File: src/rtl/mesh_port_arbiter_if.sv
// Input-FIFO side and holding-stage side of one mesh router output-port arbiter.
// The master modport is the arbiter; slave is the FIFOs plus downstream consumer.
interface mesh_port_arbiter_if #(
  parameter int unsigned pckg_sz = 40,
  parameter int unsigned N_IN    = 4
);
  logic [N_IN-1:0]         pndng_in;
  logic [N_IN*pckg_sz-1:0] data_in;
  logic [N_IN-1:0]         pop;
  logic                    out_pndng;
  logic [pckg_sz-1:0]      out_data;
  logic                    out_pop;
  logic [2:0]              grant_idx;

  modport master (
    input  pndng_in, data_in, out_pop,
    output pop, out_pndng, out_data, grant_idx
  );

  modport slave (
    output pndng_in, data_in, out_pop,
    input  pop, out_pndng, out_data, grant_idx
  );
endinterface

File: src/rtl/mesh_port_arbiter.sv
// Round-robin arbiter sharing one router output direction between N_IN input FIFOs,
// feeding a one-entry holding stage drained by a pop/pending handshake.
module mesh_port_arbiter #(
  parameter int unsigned pckg_sz  = 40,
  parameter int unsigned N_IN     = 4,
  parameter int unsigned ID_ROW   = 0,
  parameter int unsigned ID_COL   = 0,
  parameter int unsigned PORT_DIR = 0
) (
  input logic                 clk,
  input logic                 reset,
  mesh_port_arbiter_if.master bus
);
  localparam int unsigned PTR_W  = (N_IN > 1) ? $clog2(N_IN) : 1;
  localparam logic [3:0]  MY_ROW = 4'(ID_ROW);
  localparam logic [3:0]  MY_COL = 4'(ID_COL);
  localparam logic [2:0]  DIR    = 3'(PORT_DIR);
  localparam logic [2:0]  D_N    = 3'd0;
  localparam logic [2:0]  D_S    = 3'd1;
  localparam logic [2:0]  D_E    = 3'd2;
  localparam logic [2:0]  D_W    = 3'd3;
  localparam logic [2:0]  D_L    = 3'd4;

  typedef enum logic {EMPTY, FULL} state_t;

  state_t             state_q, state_d;
  logic [PTR_W-1:0]   rr_ptr_q, rr_ptr_d;
  logic [pckg_sz-1:0] out_data_q, out_data_d;
  logic [2:0]         grant_idx_q, grant_idx_d;
  logic [N_IN-1:0]    req;
  logic [N_IN-1:0]    pop_c;
  logic [N_IN-1:0]    unused_jump;
  logic [PTR_W-1:0]   winner;
  logic [pckg_sz-9:0] win_tail;
  logic               found;
  logic               stage_free;
  logic               grant;
  int unsigned        idx;
  logic [pckg_sz-1:0] in_word [N_IN];

  // Unsigned 4-bit compare via borrow, returns {a<b, a>b}.
  function automatic logic [1:0] cmp4(input logic [3:0] a, input logic [3:0] b);
    logic [4:0] d;
    d = {1'b0, a} - {1'b0, b};
    return {d[4], !d[4] && (|d[3:0])};
  endfunction

  function automatic logic [2:0] route(input logic [3:0] trow, input logic [3:0] tcol,
                                       input logic mode);
    logic [1:0] rc, cc;
    logic [2:0] dir;
    rc  = cmp4(trow, MY_ROW);
    cc  = cmp4(tcol, MY_COL);
    dir = D_L;
    if (mode) begin
      if (rc[1])      dir = D_N;
      else if (rc[0]) dir = D_S;
      else if (cc[1]) dir = D_W;
      else if (cc[0]) dir = D_E;
    end else begin
      if (cc[1])      dir = D_W;
      else if (cc[0]) dir = D_E;
      else if (rc[1]) dir = D_N;
      else if (rc[0]) dir = D_S;
    end
    return dir;
  endfunction

  // Per-input request: FIFO not empty and head packet routed to this port.
  for (genvar g = 0; g < N_IN; g++) begin : g_in
    assign in_word[g]     = bus.data_in[g*pckg_sz +: pckg_sz];
    assign req[g]         = bus.pndng_in[g] &&
                            (route(in_word[g][pckg_sz-9 -: 4], in_word[g][pckg_sz-13 -: 4],
                                   in_word[g][pckg_sz-17]) == DIR);
    // incoming nxt_jump is overwritten with this router's id on grant
    assign unused_jump[g] = ^in_word[g][pckg_sz-1 -: 8];
  end

  // First requester at or after rr_ptr, wrapping modulo N_IN.
  always_comb begin
    found  = 1'b0;
    winner = '0;
    idx    = 0;
    for (int unsigned k = 0; k < N_IN; k++) begin
      idx = (32'(rr_ptr_q) + k) % N_IN;
      if (!found && req[idx]) begin
        found  = 1'b1;
        winner = PTR_W'(idx);
      end
    end
    win_tail = in_word[winner][pckg_sz-9:0];
  end

  // Holding-stage FSM, pop generation and next-state datapath.
  always_comb begin
    state_d     = state_q;
    rr_ptr_d    = rr_ptr_q;
    out_data_d  = out_data_q;
    grant_idx_d = grant_idx_q;
    pop_c       = '0;
    stage_free  = (state_q == EMPTY) || bus.out_pop;
    grant       = stage_free && found && !reset;

    case (state_q)
      EMPTY:   if (grant) state_d = FULL;
      FULL:    if (bus.out_pop && !grant) state_d = EMPTY;
      default: state_d = EMPTY;
    endcase

    if (grant) begin
      pop_c[winner] = 1'b1;
      out_data_d    = {MY_ROW, MY_COL, win_tail};
      rr_ptr_d      = (32'(winner) == N_IN - 1) ? '0 : PTR_W'(winner + 1'b1);
      grant_idx_d   = 3'(winner);
    end
  end

  always_ff @(posedge clk) begin
    if (reset) begin
      state_q     <= EMPTY;
      rr_ptr_q    <= '0;
      out_data_q  <= '0;
      grant_idx_q <= '0;
    end else begin
      state_q     <= state_d;
      rr_ptr_q    <= rr_ptr_d;
      out_data_q  <= out_data_d;
      grant_idx_q <= grant_idx_d;
    end
  end

  assign bus.pop       = pop_c;
  assign bus.out_pndng = (state_q == FULL);
  assign bus.out_data  = out_data_q;
  assign bus.grant_idx = grant_idx_q;
endmodule

File: src/flat_wrapper.sv
// flat-port wrapper written by rule: the top's interface ports become plain ports
module mesh_port_arbiter_flat 
#(
  parameter int unsigned pckg_sz  = 40,
  parameter int unsigned N_IN     = 4,
  parameter int unsigned ID_ROW   = 0,
  parameter int unsigned ID_COL   = 0,
  parameter int unsigned PORT_DIR = 0
)
  (clk, reset, bus_pndng_in, bus_data_in, bus_out_pop, bus_pop, bus_out_pndng, bus_out_data, bus_grant_idx);
  mesh_port_arbiter_if #(.pckg_sz(pckg_sz), .N_IN(N_IN)) bus_i ();
  input logic clk;
  input logic reset;
  input wire logic [$bits(bus_i.pndng_in)-1:0] bus_pndng_in;
  input wire logic [$bits(bus_i.data_in)-1:0] bus_data_in;
  input wire logic [$bits(bus_i.out_pop)-1:0] bus_out_pop;
  output wire logic [$bits(bus_i.pop)-1:0] bus_pop;
  output wire logic [$bits(bus_i.out_pndng)-1:0] bus_out_pndng;
  output wire logic [$bits(bus_i.out_data)-1:0] bus_out_data;
  output wire logic [$bits(bus_i.grant_idx)-1:0] bus_grant_idx;
  assign bus_i.pndng_in = bus_pndng_in;
  assign bus_i.data_in = bus_data_in;
  assign bus_i.out_pop = bus_out_pop;
  assign bus_pop = bus_i.pop;
  assign bus_out_pndng = bus_i.out_pndng;
  assign bus_out_data = bus_i.out_data;
  assign bus_grant_idx = bus_i.grant_idx;
  mesh_port_arbiter #(.pckg_sz(pckg_sz), .N_IN(N_IN), .ID_ROW(ID_ROW), .ID_COL(ID_COL), .PORT_DIR(PORT_DIR)) u_core (.clk(clk), .reset(reset), .bus(bus_i));
endmodule
File: config.mk
export PLATFORM = sky130hd
export DESIGN_NAME = mesh_port_arbiter_flat
export DESIGN_NICKNAME = d
export VERILOG_FILES = /design/src/rtl/mesh_port_arbiter_if.sv /design/src/rtl/mesh_port_arbiter.sv /design/src/flat_wrapper.sv
export SDC_FILE = /design/constraint.sdc
export NUM_CORES = 1
export LEC_CHECK = 0
export BUFFER_PORTS_ARGS = -buffer_cell sky130_fd_sc_hd__buf_2
export CAP_MARGIN = 20
export CORE_AREA = 2 2 82 84
export CTS_BUF_LIST = sky130_fd_sc_hd__clkbuf_4 sky130_fd_sc_hd__clkbuf_8 sky130_fd_sc_hd__clkbuf_16
export CTS_CLUSTER_SIZE = 25
export DETAILED_ROUTE_END_ITERATION = 7
export DIE_AREA = 0 0 84 86
export SYNTH_ARGS = -nofsm -noshare
export SYNTH_HDL_FRONTEND = slang
export SYNTH_SLANG_ARGS = --single-unit
File: constraint.sdc
create_clock -name clk -period 1.5 [get_ports clk]
set_input_delay 0.075 -clock clk [delete_from_list [all_inputs] [get_ports clk]]
set_output_delay 0.075 -clock clk [all_outputs]
set_load 0.01 [all_outputs]
# Word level (Yosys, flattened, before mapping)
# Index checks and enable logic that the tools add are counted.
[totals] input_bits=167 register_bits=37 elab_cells=93 out_inout_bits=48
[op_classes] n_eq_ne=1 muxes=46 bitwise_logic=2 reduce_logical=29 n_lt_le_gt_ge=7 n_addsub=4
[op_table] op="$bmux 40 s2" count=1
[op_table] op="$mux 32" count=2
[op_table] op="$mux 3" count=20
[op_table] op="$reduce_or 4->1" count=8
[op_table] op="$lt 2x3->1 const B" count=5
[op_table] op="$logic_not 3->1" count=4
[op_table] op="$logic_and 1x1->1" count=11
[op_table] op="$mux 1" count=11
[op_table] op="$mux 2" count=5
[op_table] op="$bmux 1 s2" count=4
[op_table] op="$logic_not 1->1" count=5
[op_table] op="$add 2x1->2 const B" count=2
[op_table] op="$add 2x2->2 const B" count=2
[op_table] op="$mux 4" count=1
[op_table] op="$ge 3x3->1 const B" count=1
[op_table] op="$not 2->3" count=1
[op_table] op="$demux 1 s2" count=1
[op_table] op="$eq 2x2->1 const B" count=1
[op_table] op="$ge 2x1->1 const B" count=1
[op_table] op="$pmux 1 s2" count=1
[op_table] op="$logic_or 1x1->1" count=1
[op_table] op="$not 1->1" count=1

# Depth between registers and ports, before layout
[depth] ltp_word=24 ltp_mapped=2 mapped_depth_nobuf=1

# Worst setup path before layout
# No wires, ideal clock.
[synth_timing] kind="reg-to-reg" start="register u_core.bus.grant_idx[0] (netlist name)" end="register u_core.grant_idx_q[0], in the netlist u_core.bus.grant_idx[0]" setup_time_ns=0.114 synth_period_minus_slack_ns=0.575 setup_slack_ns=0.925 required_time_ns=1.386 n_path_buf=0 arrival_time_ns=0.461 path_stages_with_launch=2 path_cell_list="dfxtp_1 > and2b_1"
[synth_lines] item="end signal, assigned" line_no="mesh_port_arbiter.sv:128" source="grant_idx_q <= grant_idx_d;"
[synth_lines] item="end, declared" line_no="mesh_port_arbiter.sv:29" source="logic [2:0] grant_idx_q, grant_idx_d;"

# Final worst setup path
[layout_timing] start="register u_core.out_data_q[17], in the netlist u_core.bus.out_data[17]" end="output port bus_out_data[17]"
[layout_lines] item="start, declared" line_no="mesh_port_arbiter.sv:28" source="logic [pckg_sz-1:0] out_data_q, out_data_d;"
[layout_lines] item="start signal, assigned" line_no="mesh_port_arbiter.sv:127" source="out_data_q <= out_data_d;"
[layout_lines] item="end, declared" line_no="flat_wrapper.sv:19" source="output wire logic [$bits(bus_i.out_data)-1:0] bus_out_data;"
# No word-level cell between the ends.

==> results.yml <==
clock_tree:
  cts.clk_slew.worst_paths_ps: 60
  cts_tree: "built"
  cts_resized: 0
  cts_hold_buf: 1
  clk_path_buf_depth: 2
  numCtsBuffers: 5
  htree_levels: 2
  root_buffer: "clkbuf_8"
  post_cts_buffers: 0
  clock_latency_ps: 280
  clock_sinks: 35
synth:
  ys_seq_area_share_pct: 65.7
  yosys_warnings: 0
  syn_avg_cell_area_um2: 12.3
  ys_seq_elements: 35
  synth.distinct_cells: 7
  synthCells: 87
  syn-cell-area_mm2: 0.00107
timing:
  hold_violations: 0
  finalSetupViolations: 0
  finClkSkew_ps: 0
  rsz0062_at_grt: "no"
  period_share_pct: 54.1
  setup_ws_ps: 689
  slew_viol_final: 0
  tns_ps: 0
  max_freq_mhz: 1230
  period_needed_ps: 811
power:
  vdd_ir_drop_max_mv: 0.563
  power.leakage_nw: 0.683
  p_per_area_mw_per_mm2: 1160
critical_path:
  path_class: "reg2out"
  startpoint_type: "flop"
  cp_num_cells: 1
  crit_buf_inv: 1
  path_cells: "buf_2"
  critPathArrivalTime_ps: 740
  critPathSlowestCell: "dfxtp_1"
  crit_path_max_fanout: 2
  cp_top_family: "flip-flops"
  cp_data_required_time_ps: 1420
  cp-end-kind: "primary output"
  slowest_delay_ps: 330
  reg2reg_depth: 1
placed_design:
  gp_congestion: 0.611
  placed_area_mm2: 0.00128
  placedCellCount: 199
  pre_cts_slack_ps: 678
  portBuffers: 37
  hpwl_um: 1180
layout:
  design_area_mm2: 0.00136
  nFillCells: 662
  final_util_pct: 21.7
  multiInputGateArea_um2: 280
  antenna_cells: 0
  regArea_um2: 701
  finalNetCount: 297
  fin_cells: 206
  areaGrowthSynthToFinish_pct: 27.8
  drive_above_1_share_pct: 35.7
floorplanning:
  die_h_um: 86
  ios: 215
  start_util_pct: 17.0
  placementRows: 29
  die_x_um: 84
  core_area_mm2: 0.00628
  die-area_mm2: 0.00722
detailed_routing:
  via_per_inst: 2.97
  finalWirelength_um: 1650
  antenna_left: 0
  drtIter0Drc: 3
  wire_per_inst_um: 8.03
  drc: 0
  firstDrtPassIters: 2
  num_vias: 611
status:
  outcome: "complete, no violations"
grt:
  overflow: 0
  grt_pass1_vias: 576
  antenna_found_initial: 0
  grt_pass1_wl_um: 2660
  grt_max_degree: 24
  track_usage_pct: 4.91
hold_path:
  hp-class: "in2reg"
  holdPathStages: 2
job:
  drv_cap: 0
==> final timing paths <==
kind,startpoint,endpoint,slack [ps]
min,reset,u_core.bus.out_data[24],190
min reg2reg,u_core.bus.out_data[0],u_core.bus.out_data[0],460
max,u_core.bus.out_data[17],bus_out_data[17],690
max reg2reg,u_core.bus.out_pndng,u_core.bus.out_pndng,940
==> state kept, by name, summed over array words and instances, names as in the netlist <==
register,count
u_core.bus.out_data,32
u_core.bus.out_pndng,1
u_core.bus.grant_idx,2
==> layer usage <==
| layer | wire length (um) | track usage [%] |
|---|---|---|
| met2 | 605 | 6.11 |
| met4 | 29 | 3.52 |
| met3 | 252 | 3.85 |
| met5 | 0 | 0 |
| met1 | 766 | 5.56 |
==> logic make-up after synthesis <==
family / Yosys count / synth area share (%)
buffers and inverters: 16 / 12.3
flip-flops: 35 / 65.7
other: 1 / 0.351
AND/OR/NAND/NOR: 35 / 21.7
==> synthesized netlist by cell type <==
cell type	n	area share [%]
nor3b_2	1	1.2
nor2b_1	29	17
dfxtp_1	35	66
conb_1	1	0.35
buf_6	3	3.2
buf_4	13	9.1
and2b_1	5	3.5
==> cells in the final DEF (no fill, tap or decap) <==
cell,instances
buf_2,37
clkbuf_4,1
nor3b_2,1
and2b_1,5
clkbuf_8,5
nor2b_1,29
dlygate4sd3_1,1
conb_1,13
dfxtp_1,35
buf_4,2
==> per-stage QoR <==
step	hold slack (ps)	power, mW
floorplan	145	1.01
global placement	245	0.986
detailed placement	247	0.986
CTS	194	1.61
global route	226	1.66
finish	192	1.58
==> layout make-up <==
type	instances	area share, %
Tap cell	77	7.06
Multi-Input combinational cell	48	20.6
Timing Repair Buffer	40	15.4
Sequential cell	35	51.4
Clock buffer	6	5.60
==> power breakdown <==
part	switching, mW	internal, mW
sequential	0	0.929
combinational	0.0288	0.00832
clock	0.287	0.327
total	0.316	1.26
No activity file was read; power rests on OpenSTA's default activity.
